<file path="src/rtl/multdiv_pkg.sv">
// Shared types and latency helpers for the iterative multiply/divide unit.
// The RTL and its bench both use these so the two agree on timing.
package multdiv_pkg;

  typedef enum logic [1:0] {
    IDLE,
    MULT,
    DIV
  } state_t;

  typedef enum logic [2:0] {
    BOOTH_ZERO,
    BOOTH_POS1,
    BOOTH_POS2,
    BOOTH_NEG1,
    BOOTH_NEG2
  } booth_t;

  // Edges from the start edge to the data_resultRDY edge.
  function automatic int mult_latency(input int width, input int bits_per_cycle);
    return width / bits_per_cycle + 1;
  endfunction

  function automatic int div_latency(input int width);
    return width + 1;
  endfunction

endpackage

</file>
<file path="src/rtl/multdiv_if.sv">
// Operand/control/result bundle between a requester and multdiv_unit.
interface multdiv_if #(
  parameter int WIDTH = 32
);
  logic [WIDTH-1:0] data_operandA;
  logic [WIDTH-1:0] data_operandB;
  logic             ctrl_MULT;
  logic             ctrl_DIV;
  logic [WIDTH-1:0] data_result;
  logic             data_exception;
  logic             data_resultRDY;
  logic             busy;

  modport master (
    output data_operandA, data_operandB, ctrl_MULT, ctrl_DIV,
    input  data_result, data_exception, data_resultRDY, busy
  );

  modport slave (
    input  data_operandA, data_operandB, ctrl_MULT, ctrl_DIV,
    output data_result, data_exception, data_resultRDY, busy
  );
endinterface

</file>
<file path="src/rtl/multdiv_booth_step.sv">
// Booth digit select: maps a 3-bit multiplier window to a digit and the
// unsigned-direction addend (0, M or 2M); the caller subtracts for negative digits.
module multdiv_booth_step
  import multdiv_pkg::*;
#(
  parameter int WIDTH = 32
) (
  input  logic        [2:0]       window,
  input  logic signed [WIDTH-1:0] mcand,
  output booth_t                  digit,
  output logic signed [WIDTH+1:0] addend
);

  logic signed [WIDTH+1:0] mcand_x;

  assign mcand_x = {{2{mcand[WIDTH-1]}}, mcand};

  always_comb begin
    digit = BOOTH_ZERO;
    case (window)
      3'b001, 3'b010: digit = BOOTH_POS1;
      3'b011:         digit = BOOTH_POS2;
      3'b100:         digit = BOOTH_NEG2;
      3'b101, 3'b110: digit = BOOTH_NEG1;
      default:        digit = BOOTH_ZERO;
    endcase
  end

  always_comb begin
    addend = '0;
    case (digit)
      BOOTH_POS1, BOOTH_NEG1: addend = mcand_x;
      BOOTH_POS2, BOOTH_NEG2: addend = mcand_x <<< 1;
      default:                addend = '0;
    endcase
  end

endmodule

</file>
<file path="src/rtl/multdiv_unit.sv">
// Iterative signed multiplier (radix-2/4 Booth) and restoring divider sharing
// one WIDTH+2-bit adder/subtractor; fixed latency, one-cycle completion strobe.
module multdiv_unit
  import multdiv_pkg::*;
#(
  parameter int WIDTH               = 32,
  parameter int MULT_BITS_PER_CYCLE = 2
) (
  input logic      clock,
  input logic      reset,
  multdiv_if.slave bus
);

  localparam int CNT_W = $clog2(WIDTH + 1);
  localparam int SHIFT = MULT_BITS_PER_CYCLE;
  localparam logic [CNT_W-1:0] MULT_LAST = CNT_W'(mult_latency(WIDTH, MULT_BITS_PER_CYCLE) - 1);
  localparam logic [CNT_W-1:0] DIV_LAST  = CNT_W'(div_latency(WIDTH) - 1);
  localparam logic [WIDTH-1:0] MOST_NEG  = {1'b1, {(WIDTH-1){1'b0}}};

  state_t                  state, state_nxt;
  logic        [CNT_W-1:0] cnt;
  logic                    start_mult, start_div, last_iter;

  logic signed [WIDTH+1:0] acc;
  logic        [WIDTH-1:0] mq;
  logic signed [WIDTH-1:0] opnd;
  logic                    prev, neg_res, div_zero, div_ovf;

  logic        [WIDTH-1:0] result_q;
  logic                    exc_q, rdy_q;

  logic        [2:0]       window;
  booth_t                  digit;
  logic signed [WIDTH+1:0] booth_addend;

  logic signed [WIDTH+1:0] add_a, add_b, add_sum;
  logic                    add_sub, trial_ok, mult_ovf;

  assign start_mult = bus.ctrl_MULT;
  assign start_div  = bus.ctrl_DIV & ~bus.ctrl_MULT;
  assign last_iter  = (state == MULT) ? (cnt == MULT_LAST) : (cnt == DIV_LAST);

  // Radix-2 reuses the radix-4 table with the current bit duplicated.
  assign window = (SHIFT == 2) ? {mq[1:0], prev} : {mq[0], mq[0], prev};

  multdiv_booth_step #(.WIDTH(WIDTH)) u_booth (
    .window (window),
    .mcand  (opnd),
    .digit  (digit),
    .addend (booth_addend)
  );

  // Shared adder: |A| in IDLE, partial products in MULT, trial subtract and
  // final sign fix-up in DIV. A negative divisor is added instead of subtracted.
  always_comb begin
    add_a   = '0;
    add_b   = {{2{bus.data_operandA[WIDTH-1]}}, bus.data_operandA};
    add_sub = bus.data_operandA[WIDTH-1];
    case (state)
      MULT: begin
        add_a   = acc;
        add_b   = booth_addend;
        add_sub = (digit == BOOTH_NEG1) || (digit == BOOTH_NEG2);
      end
      DIV: begin
        if (last_iter) begin
          add_a   = '0;
          add_b   = {2'b00, mq};
          add_sub = neg_res;
        end else begin
          add_a   = {acc[WIDTH:0], mq[WIDTH-1]};
          add_b   = {{2{opnd[WIDTH-1]}}, opnd};
          add_sub = ~opnd[WIDTH-1];
        end
      end
      default: ;
    endcase
  end

  assign add_sum  = add_a + (add_sub ? ~add_b : add_b) + (WIDTH+2)'(add_sub);
  assign trial_ok = ~add_sum[WIDTH+1];
  assign mult_ovf = (acc != {(WIDTH+2){mq[WIDTH-1]}});

  always_ff @(posedge clock or posedge reset) begin
    if (reset) state <= IDLE;
    else       state <= state_nxt;
  end

  always_comb begin
    state_nxt = state;
    case (state)
      IDLE: begin
        if (start_mult)     state_nxt = MULT;
        else if (start_div) state_nxt = DIV;
      end
      MULT, DIV: if (last_iter) state_nxt = IDLE;
      default:   state_nxt = IDLE;
    endcase
  end

  always_ff @(posedge clock or posedge reset) begin
    if (reset) begin
      cnt      <= '0;
      result_q <= '0;
      exc_q    <= 1'b0;
      rdy_q    <= 1'b0;
    end else begin
      rdy_q <= 1'b0;
      if (state == IDLE)  cnt <= '0;
      else if (!last_iter) cnt <= cnt + CNT_W'(1);
      if (state != IDLE && last_iter) begin
        rdy_q <= 1'b1;
        if (state == MULT) begin
          result_q <= mq;
          exc_q    <= mult_ovf;
        end else begin
          result_q <= div_zero ? '0 : add_sum[WIDTH-1:0];
          exc_q    <= div_zero | div_ovf;
        end
      end
    end
  end

  // Datapath registers carry no reset; they are loaded on every accepted start.
  always_ff @(posedge clock) begin
    case (state)
      IDLE: begin
        if (start_mult) begin
          acc  <= '0;
          mq   <= bus.data_operandB;
          prev <= 1'b0;
          opnd <= bus.data_operandA;
        end else if (start_div) begin
          acc      <= '0;
          mq       <= add_sum[WIDTH-1:0];
          opnd     <= bus.data_operandB;
          neg_res  <= bus.data_operandA[WIDTH-1] ^ bus.data_operandB[WIDTH-1];
          div_zero <= (bus.data_operandB == '0);
          div_ovf  <= (bus.data_operandA == MOST_NEG) && (bus.data_operandB == '1);
        end
      end
      MULT: begin
        if (!last_iter) begin
          acc  <= add_sum >>> SHIFT;
          mq   <= {add_sum[SHIFT-1:0], mq[WIDTH-1:SHIFT]};
          prev <= mq[SHIFT-1];
        end
      end
      DIV: begin
        if (!last_iter) begin
          acc <= trial_ok ? add_sum : add_a;
          mq  <= {mq[WIDTH-2:0], trial_ok};
        end
      end
      default: ;
    endcase
  end

  assign bus.data_result    = result_q;
  assign bus.data_exception = exc_q;
  assign bus.data_resultRDY = rdy_q;
  assign bus.busy           = (state != IDLE);

endmodule
</file>
<file path="src/flat_wrapper.sv">
// flat-port wrapper written by rule: the top's interface ports become plain ports
module multdiv_unit_flat import multdiv_pkg::*;
#(
  parameter int WIDTH               = 32,
  parameter int MULT_BITS_PER_CYCLE = 2
)
  (clock, reset, bus_data_operandA, bus_data_operandB, bus_ctrl_MULT, bus_ctrl_DIV, bus_data_result, bus_data_exception, bus_data_resultRDY, bus_busy);
  multdiv_if #(.WIDTH(WIDTH)) bus_i ();
  input logic clock;
  input logic reset;
  input wire logic [$bits(bus_i.data_operandA)-1:0] bus_data_operandA;
  input wire logic [$bits(bus_i.data_operandB)-1:0] bus_data_operandB;
  input wire logic [$bits(bus_i.ctrl_MULT)-1:0] bus_ctrl_MULT;
  input wire logic [$bits(bus_i.ctrl_DIV)-1:0] bus_ctrl_DIV;
  output wire logic [$bits(bus_i.data_result)-1:0] bus_data_result;
  output wire logic [$bits(bus_i.data_exception)-1:0] bus_data_exception;
  output wire logic [$bits(bus_i.data_resultRDY)-1:0] bus_data_resultRDY;
  output wire logic [$bits(bus_i.busy)-1:0] bus_busy;
  assign bus_i.data_operandA = bus_data_operandA;
  assign bus_i.data_operandB = bus_data_operandB;
  assign bus_i.ctrl_MULT = bus_ctrl_MULT;
  assign bus_i.ctrl_DIV = bus_ctrl_DIV;
  assign bus_data_result = bus_i.data_result;
  assign bus_data_exception = bus_i.data_exception;
  assign bus_data_resultRDY = bus_i.data_resultRDY;
  assign bus_busy = bus_i.busy;
  multdiv_unit #(.WIDTH(WIDTH), .MULT_BITS_PER_CYCLE(MULT_BITS_PER_CYCLE)) u_core (.clock(clock), .reset(reset), .bus(bus_i));
endmodule
</file>
<file path="config.mk">
export PLATFORM = sky130hd
export DESIGN_NAME = multdiv_unit_flat
export DESIGN_NICKNAME = d
export VERILOG_FILES = /design/src/rtl/multdiv_pkg.sv /design/src/rtl/multdiv_if.sv /design/src/rtl/multdiv_booth_step.sv /design/src/rtl/multdiv_unit.sv /design/src/flat_wrapper.sv
export SDC_FILE = /design/constraint.sdc
export NUM_CORES = 1
export LEC_CHECK = 0
export CELL_PAD_IN_SITES_DETAIL_PLACEMENT = 0
export CELL_PAD_IN_SITES_GLOBAL_PLACEMENT = 1
export CORE_AREA = 4 4 162 164
export DETAILED_ROUTE_END_ITERATION = 8
export DIE_AREA = 0 0 166 168
export GPL_ROUTABILITY_DRIVEN = 0
export PLACE_DENSITY = 0.86
export SLEW_MARGIN = 20
export SYNTH_ARGS = -nofsm -noshare
export SYNTH_HDL_FRONTEND = slang
export SYNTH_HIERARCHICAL = 1
export SYNTH_SLANG_ARGS = --single-unit
</file>
<file path="constraint.sdc">
create_clock -name clock -period 11.6 [get_ports clock]
set_input_delay 1.16 -clock clock [delete_from_list [all_inputs] [get_ports clock]]
set_output_delay 1.16 -clock clock [all_outputs]
set_load 0.01 [all_outputs]
</file>
==> results of run 1 <==
sequential cells by signal, indices dropped and copies added, names as in the netlist, 2 cells and up:
name                    flops
u_core/mq                  32
u_core/state                2
u_core/opnd                32
u_core/cnt                  6
u_core/bus.data_result     32
u_core/acc                 34
cells in the final DEF, fill, tap and decap left out, types with 6 or more instances in the layout:
cell and count:
ha_1 36, nand2_1 67, o21ai_0 48, a22o_1 31, o22ai_1 9, or2_2 7, nand2b_1 36, nand3b_1 65
xor2_1 21, a22oi_1 51, nor4_1 23, a211oi_1 6, o211ai_1 6, mux2i_1 42, nor2_1 82, dfrtp_1 42
and3_1 7, buf_4 21, inv_1 25, o21ai_1 6, a21oi_1 90, a221oi_1 9, a31oi_1 9, nand3_1 21
mux2_2 63, edfxtp_1 102, a21oi_2 30, a32o_1 8, a222oi_1 28, a32oi_1 46, xnor2_1 49, nor3_1 15
clkbuf_16 17, a21o_1 19, clkdlybuf4s50_1 101, nand4_1 23
worst max-delay path, stage by stage, from the launching register on:
cell and delay [ns]:
dfrtp_1 0.39, inv_1 0.08, ha_1 0.28, buf_4 0.38, and2_2 0.64, buf_4 0.62, nand2_1 0.14, mux2i_1 0.47
or2_2 0.27, mux2i_1 0.32, fa_1 0.28, nor2b_1 0.07, o31a_1 0.27, o21ai_0 0.35, a21oi_1 0.18, o31ai_1 0.54
o21ai_0 0.31, o31ai_1 0.61, mux2i_1 0.15, a22o_1 0.22
kinds of logic after synthesis:
logic type / share of synthesized area (%)
mux: 9.20
buf+inv: 5.44
simple gates: 16.8
compound gates: 25.9
flops: 33.5
fa+ha+maj: 3.93
xor+xnor: 5.21
routing by layer:
| layer | vias up | share of wire (%) | GRT usage, % |
|---|---|---|---|
| met1 | 5597 | 42 | 42.6 |
| met5 | - | 0 | 0 |
| li1 | 5168 | - | - |
| met3 | 66 | 11 | 5.87 |
| met2 | 726 | 44 | 44.1 |
| met4 | 0 | 2.4 | 7.86 |
area by class of cell:
cell class | instances | area, sq um
clock buffer | 19 | 443
clock inverter | 13 | 88.8
fill | 2205 | 11000
inverter | 26 | 98.8
multi-input combinational | 1028 | 7540
sequential | 144 | 4110
tap | 330 | 413
timing repair buffer | 122 | 1170
per-stage QoR:
stage | setup slack (ns) | total power, mW | util (%)
4_1_cts | 4.97 | 4.80 | 55.7
3_5_place_dp | 5.00 | 4.28 | 53.5
2_1_floorplan | 6.28 | 3.39 | -
6_report | 4.76 | 4.92 | 55.7
5_1_grt | 4.28 | 5.19 | 55.7
3_3_place_gp | 5.16 | 4.23 | 53.5
final timing paths:
check / startpoint / to / slack (ns) / cells past startpoint
min in group asynchronous: reset / u_core/bus.data_result[7] / 1.18 / 2
worst min register to register: u_core/bus.data_exception / u_core/bus.data_exception / 0.52 / 1
worst max-delay path: u_core/state[0] / u_core/acc[28] / 4.76 / 19
worst max register to register: u_core/state[0] / u_core/acc[28] / 4.76 / 19
worst min-delay path: u_core/bus.data_exception / u_core/bus.data_exception / 0.52 / 1
max in group asynchronous: reset / u_core/state[1] / 9.90 / 2
power by group:
group          switching, mW  internal (mW)
sequential             0.247          0.848
clock                  0.234          0.279
combinational           2.17           1.14
==> run summary, run 1 <==
max_cap viols = 0
Max Slew Vio Count = 0
Post-route DRC = 0
vias in the first global route = 10709
routed len/inst = 25.1 um
port bufs = 102
Slew HR = 36.0%
largest net degree at the start of global routing = 76
Routed Antenna Nets = 0
CTS tree = built
DRT Wirelength = 42.3 mm
row cnt = 58
Synth Flop Type = edfxtp_1
register area share after synthesis = 33.5%
Clock Path Buffers = 2
initial antenna violation count = 0
post-synthesis async set-or-reset flop share = 29.2%
Crit path arrival time = 7.02 ns
dpl hpwl = 30.0 mm
VDD IR max = 0.000143 V
Sum Neg Setup Slack = 0 ns
Tightest Pin Transition = 0.957 ns
Hold Fails Final Rpt = 0
register clock-pin slew on the reported worst setup and hold paths = 0.07 ns
Die Width = 166 um
synthesized netlist net count = 1414
fin crit period = 6.84 ns
Setup Skew = 0.0122 ns
# nets final = 1445
first-pass GRT wire length = 64.6 mm
Starting Density = 49.4%
Ports = 103
CTS root buf = clkbuf_16
Hold Slack = 0.525 ns
status = finished, final reports clean
die footprint = 0.0279 sq mm
RSZ-0062 raised after global routing = false
DIE HEIGHT = 168 um
grt ovf = 0
CTS sink cnt = 144
post-route cell area = 0.0139 sq mm
syn avg cell area = 9.39 sq um
startpoint types = flip-flop
Worst Hold Class = flip-flop to flip-flop
cells after synthesis = 1308
#FFs+latches synth = 144
Max Freq = 0.146 GHz
post-DR vias/cell = 6.87
CP Capture Type = flip-flop
Post-synth EDFFs = 102
CTS resizes = 0
H-Tree Level Count = 4
placed insts = 1650
top cells by area, synth = edfxtp_1 25%, dfrtp_1 8.6%, mux2_2 5.8%
top cell type's share of synthesized area = 24.9%
postcts setup bufs = 0
gr usage total = 29.1%
Crit Path Category = flip-flop to flip-flop
# diodes = 0
non-filler cells in the finished layout = 1682
power density over the cells = 355 mW/mm^2
Yosys Warn Count = 6
Synth top cells by count = 102 x edfxtp_1, 91 x a21oi_1, 84 x nor2_1
Syn Std Cell Area = 0.0123 sq mm
CP Max Fanout = 52
TritonCTS buffer count = 17
cell taking the most area after synthesis = edfxtp_1
TritonRoute pass-1 iters = 9
Initial DRC Count = 2034
unique cell type count in the Yosys netlist = 76
Worst EP required = 11.78 ns
final setup vio count = 0
number of hold buffers added after cts = 0
leakage = 5.02 nW
Final Cycle Share = 59.0%
Post-DP Area = 0.0133 sq mm
Layout area overhead = 12.8%
top-count cell post-synth = edfxtp_1
layout cell share with drive strength beyond 1 = 12.6%
core area = 0.0249 sq mm
worst skew pair latency = 0.43 ns
overall via count from detail_route = 11557
(Power assumes the default switching activity.)
==> run 2, diff against run 1 <==
- CORE_AREA: 4 4 162 164 -> 4 4 177 179
- DIE_AREA: 0 0 166 168 -> 0 0 181 183
- PLACE_DENSITY: 0.86 -> 0.76
- clock period: 11.6 -> 5.6 ns (I/O delays scaled with it)
==> run 2 against run 1 <==
  * Sequential share of layout area is 1.7 points lower
  * Global-route usage fell by 2.7 points
  * Clock power rose by 130%
  * Cell count up 7.7%
  * Routed wire length rose by 7.7%
==> run summary, run 2 (synthesis results as in run 1) <==
die footprint = 0.0331 sq mm
Die Width = 181 um
Starting Density = 41.6%
row cnt = 63
fin crit period = 5.39 ns
commonest non-fill, non-tap cell in the layout = edfxtp_1
CP Capture Type = flip-flop
Post-route DRC = 0
largest register by flop count = u_core/acc
status = finished, final reports clean
gr usage total = 26.4%
H-Tree Level Count = 4
Crit-path slowest cell = a222oi_1
Crit Path Category = flip-flop to flip-flop
largest net degree at the start of global routing = 125
Slew HR = 23.8%
RSZ-0062 raised after global routing = false
TritonCTS buffer count = 17
Worst Hold Class = primary input to flip-flop
crit-path leading delay family = compound AO/OA/AOI/OAI gates
CP Max Fanout = 17
grt ovf = 0
Initial DRC Count = 1842
# diodes = 0
layout cell share with drive strength beyond 1 = 17.9%
Hold Fails Final Rpt = 0
Final Cycle Share = 96.3%
DIE HEIGHT = 183 um
final setup vio count = 0
Util after Layout = 49.7%
worst skew pair latency = 0.43 ns
Max Slew Vio Count = 0
Clock Path Buffers = 2
commonest cells after routing, fill and taps aside = 102 x edfxtp_1, 101 x clkdlybuf4s50_1, 89 x a21oi_1
Setup Skew = 0.0139 ns
Routed Antenna Nets = 0
gr busiest metal = met2
max reg flops = 34
Ports = 103
core area = 0.0296 sq mm
Layout area overhead = 19.6%
first-pass GRT wire length = 68.9 mm
vias in the first global route = 11213
initial antenna violation count = 0
max_cap viols = 0
register clock-pin slew on the reported worst setup and hold paths = 0.07 ns
worst-path cell chain = inv_1 -> ha_2 -> and3b_1 -> o21ai_4 -> buf_6 -> mux2_2 -> a222oi_1 -> xnor2_1 -> ha_2 -> and3_1 -> a31oi_1 -> o21ai_0 -> or4_1 -> o21ai_4 -> xnor2_4 -> buf_4 -> or2_2 -> a32o_1
routed len/inst = 25.1 um
post-DR vias/cell = 6.52
overall via count from detail_route = 11812
startpoint types = flip-flop
VDD IR max = 0.000305 V
Crit path arrival time = 5.57 ns
DRT Wirelength = 45.5 mm
Pwr Total = 11.1 mW
CTS root buf = clkbuf_16
grt met3 use = 4.68%
Max Freq = 0.185 GHz
leakage = 5.42 nW
Worst EP required = 5.78 ns
dpl hpwl = 33.0 mm
CTS sink cnt = 144
power density over the cells = 757 mW/mm^2
TritonRoute pass-1 iters = 7
met1 usage = 38.2%
CTS tree = built
Tightest Pin Transition = 1.14 ns
number of hold buffers added after cts = 0
# nets final = 1515
port bufs = 102
M2 GR Usage = 41.3%
WP buf/inv = 3
max incr delay on CP = 0.52 ns
## run 2: cell types whose count changed in the layout (fill, tap and decap cells not counted), sizes merged
cell      before  now
buf           21   90
bufinv         0    2
clkbuf        19   18
clkinv         7    3
clkinvlp       4    5
inv           28   30
xnor2         50   51
## run 2: path summary, 6_finish.rpt
kind / end / startpoint / cells past startpoint / slack [ns]
setup / recovery: u_core/acc[9] / u_core/state[1] / 18 / 0.21
hold / removal: u_core/opnd[30] / bus_ctrl_MULT / 2 / 0.49
setup reg to reg: u_core/acc[9] / u_core/state[1] / 18 / 0.21
hold reg to reg: u_core/bus.data_exception / u_core/bus.data_exception / 1 / 0.52
max in group asynchronous: u_core/bus.data_result[2] / reset / 2 / 4.51
min in group asynchronous: u_core/bus.data_result[12] / reset / 2 / 0.57
## run 2: layout make-up
| type | count | area, sq um |
|---|---|---|
| timing repair buffer | 191 | 1790 |
| clock buffer | 18 | 429 |
| fill | 2772 | 14900 |
| multi-input combinational | 1029 | 7630 |
| tap | 390 | 488 |
| sequential | 144 | 4110 |
| inverter | 26 | 98.8 |
| clock inverter | 14 | 154 |
## run 2: power by group
part / total, mW / internal (mW) / switching (mW) / leakage [nW]
Sequential: 2.26 / 1.75 / 0.507 / 1.43
Combinational: 7.70 / 2.98 / 4.71 / 3.72
Clock: 1.17 / 0.663 / 0.510 / 0.268
Total: 11.1 / 5.40 / 5.73 / 5.42
## run 2: repair_timing
action	4_1_cts	5_1_grt
pin swaps	0	9
setup endpoints to repair	4	56
buffers inserted	0	13
gates cloned	0	1
gates resized for setup	1	18
## run 2: through the flow
stage	hold WS, ns	std cells	setup TNS (ns)	worst slack (ns)	instance area, sq um
2_1_floorplan	0.494	1308	0	0.279	12300
3_3_place_gp	0.492	1766	0	0.0997	13900
3_5_place_dp	0.504	1766	-0.0345	-0.0200	13900
4_1_cts	0.479	1798	0	0.0182	14500
5_1_grt	0.478	1812	0	0.00496	14700
6_report	0.488	1812	0	0.209	14700
## run 2: metal layers
layer,part of all wire [%],up-vias
li1,-,5316
met1,43,5776
met2,45,671
met3,9.7,49
met4,2.0,0
met5,0,-
